**config.mk**
```make
export PLATFORM = sky130hd
export DESIGN_NAME = debounce_pulse_flat
export DESIGN_NICKNAME = d
export VERILOG_FILES = /design/src/rtl/debounce_pkg.sv /design/src/rtl/debounce_if.sv /design/src/rtl/debounce_pulse_sync2.sv /design/src/rtl/debounce_pulse.sv /design/src/flat_wrapper.sv
export SDC_FILE = /design/constraint.sdc
export NUM_CORES = 1
export LEC_CHECK = 0
export BUFFER_PORTS_ARGS = -buffer_cell sky130_fd_sc_hd__buf_4
export CAP_MARGIN = 25
export CELL_PAD_IN_SITES_DETAIL_PLACEMENT = 1
export CELL_PAD_IN_SITES_GLOBAL_PLACEMENT = 2
export CORE_MARGIN = 2
export CORE_UTILIZATION = 34
export CTS_CLUSTER_SIZE = 30
export DETAILED_ROUTE_END_ITERATION = 6
export PLACE_DENSITY = 0.78
export SLEW_MARGIN = 5
export SYNTH_ARGS = -nofsm -noshare
export SYNTH_HDL_FRONTEND = slang
export SYNTH_SLANG_ARGS = --single-unit
```
**constraint.sdc**
```tcl
create_clock -name clk -period 2 [get_ports clk]
set_clock_uncertainty 0.15 [all_clocks]
set_input_delay 0.2 -clock clk [delete_from_list [all_inputs] [get_ports clk]]
set_output_delay 0.2 -clock clk [all_outputs]
set_load 0.02 [all_outputs]
```
**src/rtl/debounce_pkg.sv**
```systemverilog
// Shared types for the push-button debouncer.
// State encoding and default debounce length.
package debounce_pkg;

  localparam int DEBOUNCE_CYCLES_DEF = 500000;

  typedef enum logic [1:0] {
    LOW       = 2'b00,
    WAIT_HIGH = 2'b01,
    HIGH      = 2'b11,
    WAIT_LOW  = 2'b10
  } state_t;

endpackage

```
**src/rtl/debounce_if.sv**
```systemverilog
// Button-side bundle: raw level in,
// debounced level and press pulse out.
interface debounce_if;

  logic btn_in;
  logic pulse;
  logic level;

  modport master (
    output btn_in,
    input  pulse,
    input  level
  );

  modport slave (
    input  btn_in,
    output pulse,
    output level
  );

endinterface

```
**src/rtl/debounce_pulse_sync2.sv**
```systemverilog
// Two-flop synchronizer, reset to 0.
// Reusable for any slow switch input.
module sync2 (
  input  logic clk,
  input  logic reset,
  input  logic d,
  output logic q
);

  logic s1;

  always_ff @(posedge clk) begin
    if (reset) begin
      s1 <= 1'b0;
      q  <= 1'b0;
    end else begin
      s1 <= d;
      q  <= s1;
    end
  end

endmodule

```
**src/rtl/debounce_pulse.sv**
```systemverilog
// Debounced level plus one-cycle press pulse
// for a bouncing push button.
module debounce_pulse
  import debounce_pkg::*;
#(
  parameter int DEBOUNCE_CYCLES = DEBOUNCE_CYCLES_DEF
) (
  input logic       clk,
  input logic       reset,
  debounce_if.slave bus
);

  localparam int CW = $clog2(DEBOUNCE_CYCLES);
  localparam logic [CW-1:0] TERM =
    CW'(DEBOUNCE_CYCLES - 1);

  state_t        state;
  state_t        state_nx;
  logic [CW-1:0] cnt;
  logic [CW-1:0] cnt_nx;
  logic          pulse_nx;
  logic          level_nx;
  logic          s2;

  sync2 u_sync (
    .clk   (clk),
    .reset (reset),
    .d     (bus.btn_in),
    .q     (s2)
  );

  always_comb begin
    state_nx = state;
    cnt_nx   = cnt;
    unique case (state)
      LOW: begin
        if (s2) begin
          state_nx = WAIT_HIGH;
          cnt_nx   = '0;
        end
      end
      WAIT_HIGH: begin
        if (!s2) begin
          state_nx = LOW;
          cnt_nx   = '0;
        end else if (cnt == TERM) begin
          state_nx = HIGH;
          cnt_nx   = '0;
        end else begin
          cnt_nx = cnt + 1'b1;
        end
      end
      HIGH: begin
        if (!s2) begin
          state_nx = WAIT_LOW;
          cnt_nx   = '0;
        end
      end
      WAIT_LOW: begin
        if (s2) begin
          state_nx = HIGH;
          cnt_nx   = '0;
        end else if (cnt == TERM) begin
          state_nx = LOW;
          cnt_nx   = '0;
        end else begin
          cnt_nx = cnt + 1'b1;
        end
      end
      default: begin
        state_nx = LOW;
        cnt_nx   = '0;
      end
    endcase
    // only an accepted press pulses
    pulse_nx = (state == WAIT_HIGH) &&
               (state_nx == HIGH);
    level_nx = (state_nx == HIGH) ||
               (state_nx == WAIT_LOW);
  end

  always_ff @(posedge clk) begin
    if (reset) begin
      state     <= LOW;
      cnt       <= '0;
      bus.pulse <= 1'b0;
      bus.level <= 1'b0;
    end else begin
      state     <= state_nx;
      cnt       <= cnt_nx;
      bus.pulse <= pulse_nx;
      bus.level <= level_nx;
    end
  end

endmodule

```
**src/flat_wrapper.sv**
```systemverilog
// flat-port wrapper written by rule: the top's interface ports become plain ports
module debounce_pulse_flat import debounce_pkg::*;
#(
  parameter int DEBOUNCE_CYCLES = DEBOUNCE_CYCLES_DEF
)
  (clk, reset, bus_btn_in, bus_pulse, bus_level);
  debounce_if bus_i ();
  input logic clk;
  input logic reset;
  input wire logic [$bits(bus_i.btn_in)-1:0] bus_btn_in;
  output wire logic [$bits(bus_i.pulse)-1:0] bus_pulse;
  output wire logic [$bits(bus_i.level)-1:0] bus_level;
  assign bus_i.btn_in = bus_btn_in;
  assign bus_pulse = bus_i.pulse;
  assign bus_level = bus_i.level;
  debounce_pulse #(.DEBOUNCE_CYCLES(DEBOUNCE_CYCLES)) u_core (.clk(clk), .reset(reset), .bus(bus_i));
endmodule
```
==> Yosys cells after proc, flatten, opt, wreduce, memory -nomap -nowiden <==
Index checks and enable logic that the tools add are counted.
{ "totals": {"ff_bits": 25, "out_inout_bits": 2, "word_cells": 32} }
{ "op_classes": {"n_addsub": 1, "n_eq_ne": 8, "mux": 13, "n_reduce_logical": 4} }
{ "ops": {"columns": ["cell", "n"], "rows": [
  ["$mux 19", 5],
  ["$pmux 19 s4", 1],
  ["$add 19x1->19 const B", 1],
  ["$eq 19x19->1 const B", 1],
  ["$mux 2", 6],
  ["$eq 2x2->1 const B", 4],
  ["$pmux 2 s4", 1],
  ["$ne 2x2->1 const B", 2],
  ["$eq 2x1->1 const B", 1],
  ["$logic_not 2->1", 1],
  ["$reduce_and 2->1", 1],
  ["$logic_and 1x1->1", 1],
  ["$logic_or 1x1->1", 1]
]} }

==> Logic depth before layout (Yosys ltp) <==
{ "depth": {"depth_word": 6, "depth_mapped": 8} }

==> By module <==
Synthesis repeated with hierarchy kept, for this count alone.
{ "unflattened": {"cells_unflattened": 145, "area_unflattened_um2": 1267.5} }
{ "modules_own_cells": {"columns": ["module", "n_inst", "cells_each", "area_per_inst_um2"], "rows": [
  ["debounce_pulse", 1, 141, 1214.9],
  ["sync2", 1, 4, 52.6]
]} }

==> Worst setup path after synthesis <==
No wires, ideal clock.
{ "synth_path": {"path_type": "reg2reg", "from": "register u_core.state[0]", "to": "register u_core.cnt[16]", "t_arrival_ns": 1.918, "required_ns": 1.725, "slack_ns": -0.194, "path_stages_with_launch": 9, "n_path_buf": 1, "cell_sequence": "dfxtp_1 -> inv_1 -> ha_1 -> mux2_4 -> or3_4 -> buf_6 -> nor4_4 -> xnor2_1 -> nor2_2"} }
{ "synth_via": {"elab_chain_len": 3, "elab_cells_between_ends": 8} }
{ "synth_lines": {"columns": ["item", "line", "rtl"], "rows": [
  ["from (decl)", "debounce_pulse.sv:17", "state_t state;"],
  ["from (signal assigned)", "debounce_pulse.sv:89", "state <= state_nx;"],
  ["$eq 2x2->1 / $logic_not 2->1 (equally long branches)", "debounce_pulse.sv:35", "unique case (state)"],
  ["$ne 2x2->1 (no source line)", null, null],
  ["$reduce_and 2->1 (no source line)", null, null],
  ["to (signal assigned)", "debounce_pulse.sv:90", "cnt <= cnt_nx;"],
  ["to (decl)", "debounce_pulse.sv:19", "logic [CW-1:0] cnt;"]
]} }
Parallel ways exist; a longest one is shown, timed or not.
A chain may end at the register's enable or synchronous reset.

==> Worst setup path after layout <==
{ "layout_path": {"from": "register u_core.state[0]", "to": "register u_core.cnt[10]"} }
Same word-level chain as after synthesis.

==> flow_summary.toml <==
[status]
status = "complete, no violations"

[final_layout]
fin_area_um2 = 1670
drive_gt1_frac = 0.367
fin_util = 0.454
antenna_cells = 0
syn2layout_area_growth_pct = 28.2
nets = 176
fin_cells = 214

[timing]
slew_headroom = 0.811
tightest_slew_ns = 0.281
drv_slew = 0
fin_crit_ns = 1.95
clock.fmax_mhz = 513
rsz0062_at_grt = "yes"
setup_violations = 0
fin_crit_sh = 0.974
finalHoldViolations = 0

[detailed_routing]
viasPerCell = 5.01
drt_iter0_drc = 16
drc = 0
vias = 1072
drtPass1Iterations = 4
ant_nets = 0
wl_mm = 3.05
avgRoutedWirePerCell_um = 14.2

[power_and_ir_drop]
ir_drop_v = 0.000443
switchingPower_mw = 0.498
power_density_nw_per_um2 = 908
combinationalPowerShare = 0.418
power_frac_clock = 0.195
switching_share = 0.328
sequentialPowerShare = 0.387
p_leak_nw = 0.644
internal_power_mw = 1.02

[clock_network]
clock_path_buffers = 2
htree_levels = 1
cts_hold_buf = 0
cts_made_buffers = 3
worstSkewPairLatency_ns = 0.26
cts_tree = "built"
clk_pin_slew_ns = 0.09
cts.sinks = 25
cts_root_buffer = "clkbuf_8"

[worst_setup_path]
end_kind = "flop"
worstReg2RegEnd = "u_core.cnt[10]$_SDFFE_PP0P_"
path_class = "reg2reg"
r2r_cells = 7
worstPathMaxFanout = 7
cp.required_ns = 2.02
start_kind = "flop"
crit_arrival_ns = 1.96
r2r-start = "u_core.state[0]$_SDFF_PP0_"
r2r_slack_ns = 0.05

[hold_path]
hold_path_end = "u_core.u_sync.s1$_SDFF_PP0_"
holdPathStages = 2
hold_start = "bus_btn_in"
hp-class = "in2reg"

[global_route]
grt.overflow.total = 0
grt_start_max_net_pins = 18
grt_pass1_wl_mm = 5.13
groute.usage.overall = 0.153
grt_util_met2 = 0.263
top_usage_layer = "met2"
grtUsageMet1 = 0.198
grt_pass1_vias = 1124
met3_usage = 0.0256
grt_antenna_before_repair = 0

[logic_synthesis]
yosys-top-cells-count = "dfxtp_1, nor2_1, xnor2_1"
syn_area_per_cell_um2 = 9.26
synth_seq_cells = 25
yosys.area.top_type_share = 0.384
synthesis.nets = 150
synth_area_um2 = 1310
syn_inst = 141
ys_async_sr_fraction = 0
ys.warnings.count = 0
yosys_most_used_dff = "dfxtp_1"
ys_types = 42
synth_edf_count = 0
synth_most_common_cell = "dfxtp_1"
seq_area_frac_synth = 0.384
synth_top_area_cell = "dfxtp_1"
synth_area_leaders = "dfxtp_1, xnor2_1, ha_1, nor2_1, xor2_1"

[floorplan]
die_width_um = 66.0
rows = 22
initial_core_util = 0.354
fp.coreArea_um2 = 3690
pin_count = 5
die_area_um2 = 4350
die_h_um = 66.0

[run]
maxCapViolCount = 0

[placement]
dp_cells = 207
dpl-instance-area_um2 = 1530
portBuffers = 4
routabilityCongestion = 0.772
hpwlAfterDp_mm = 2.27
[power by group through the flow]
stage / Clock (mW) / Combinational, mW / Sequential, mW
after CTS: 0.308 / 0.557 / 0.584
after global placement: 0 / 0.532 / 0.583
final: 0.297 / 0.635 / 0.587
after floorplan: 0 / 0.316 / 0.600
after global routing: 0.331 / 0.703 / 0.591
after detailed placement: 0 / 0.554 / 0.593
[layer usage]
metal | up-vias | share of wire
li1 | 540 | -
met1 | 527 | 0.48
met2 | 3 | 0.50
met3 | 2 | 0.015
met4 | 0 | 0.0062
met5 | - | 0
[area by class of cell]
class | count | area, um^2
fill | 435 | 2020
multi-input combinational | 107 | 827
sequential | 25 | 515
timing repair buffer | 26 | 208
tap | 48 | 60.1
clock buffer | 4 | 45.0
inverter | 4 | 17.5
[registers in the layout, summed over array words and instances, names as in the netlist]
signal and cells:
u_core.u_sync.q 1, u_core.cnt 19, u_core.state 2, u_core.u_sync.s1 1, u_core.bus.pulse 1, u_core.bus.level 1
[cell usage in the layout (no fill, tap or decap), drive strengths merged]
| cell type | instances |
|---|---|
| buf | 26 |
| dfxtp | 25 |
| nor2 | 22 |
| xnor2 | 10 |
| nand2 | 8 |
| nand3 | 7 |
| xor2 | 7 |
| ha | 6 |
| clkbuf | 4 |
| nor3b | 4 |
| inv | 4 |
| nand4 | 3 |
| and3 | 3 |
| o21ai | 3 |
| nor3 | 3 |
| and4b | 2 |
| or3 | 2 |
| o21a | 2 |
| a31oi | 2 |
| nor4 | 2 |
| or2 | 2 |
| nor2b | 2 |
| mux2 | 2 |
| and4 | 2 |
| a21oi | 2 |
| mux2i | 1 |
| nor4bb | 1 |
| nor4b | 1 |
| o211ai | 1 |
| a21o | 1 |
| a22oi | 1 |
| or4 | 1 |
| nand3b | 1 |
| a22o | 1 |
| and2b | 1 |
| a311oi | 1 |
[stage by stage]
step / setup TNS, ns / worst slack, ns / hold slack (ns) / power, mW
2_1_floorplan: 0 / 0.00675 / 0.178 / 0.916
3_3_place_gp: 0 / 0.0339 / 0.266 / 1.11
3_5_place_dp: -0.0474 / -0.0299 / 0.274 / 1.15
4_1_cts: 0 / 0.0258 / 0.00150 / 1.45
5_1_grt: -0.0713 / -0.0233 / 0.0190 / 1.62
6_report: 0 / 0.0525 / 0.00123 / 1.52
[kinds of logic after synthesis]
kind of cell	count (synthesis)	share of synthesized area
buf+inv	9	0.0431
compound gates	14	0.0710
xor+xnor	17	0.114
mux	3	0.0278
simple gates	67	0.303
fa+ha+maj	6	0.0575
flops	25	0.384
[worst max-delay path by stage]
stage	from	to	slack (ns)	cells after the start
6_report	u_core.state[0]$_SDFF_PP0_	u_core.cnt[10]$_SDFFE_PP0P_	0.05	7
4_1_cts	u_core.state[1]$_SDFF_PP0_	u_core.cnt[10]$_SDFFE_PP0P_	0.03	7
3_3_place_gp	u_core.state[0]$_SDFF_PP0_	u_core.cnt[10]$_SDFFE_PP0P_	0.03	7
2_1_floorplan	u_core.state[0]$_SDFF_PP0_	u_core.cnt[10]$_SDFFE_PP0P_	0.007	8
3_5_place_dp	u_core.state[0]$_SDFF_PP0_	u_core.cnt[10]$_SDFFE_PP0P_	-0.03	7
5_1_grt	u_core.state[1]$_SDFF_PP0_	u_core.cnt[14]$_SDFFE_PP0P_	-0.02	7
[critical path, cell delays in order (launching register included)]
cell and delay, ns:
dfxtp_4 0.40, inv_4 0.05, ha_4 0.15, mux2_4 0.28, or3_4 0.41, and2b_2 0.25, xnor2_1 0.11, nor2_1 0.05
[repair_timing]
action / CTS / global route
buffers inserted: 0 / 3
pin swaps: 1 / 5
gates resized for setup: 1 / 20
hold endpoints to repair: 0 / 0
gates cloned: 0 / 0
endpoints found under the setup margin: 4 / 22
(Power assumes the default switching activity.)
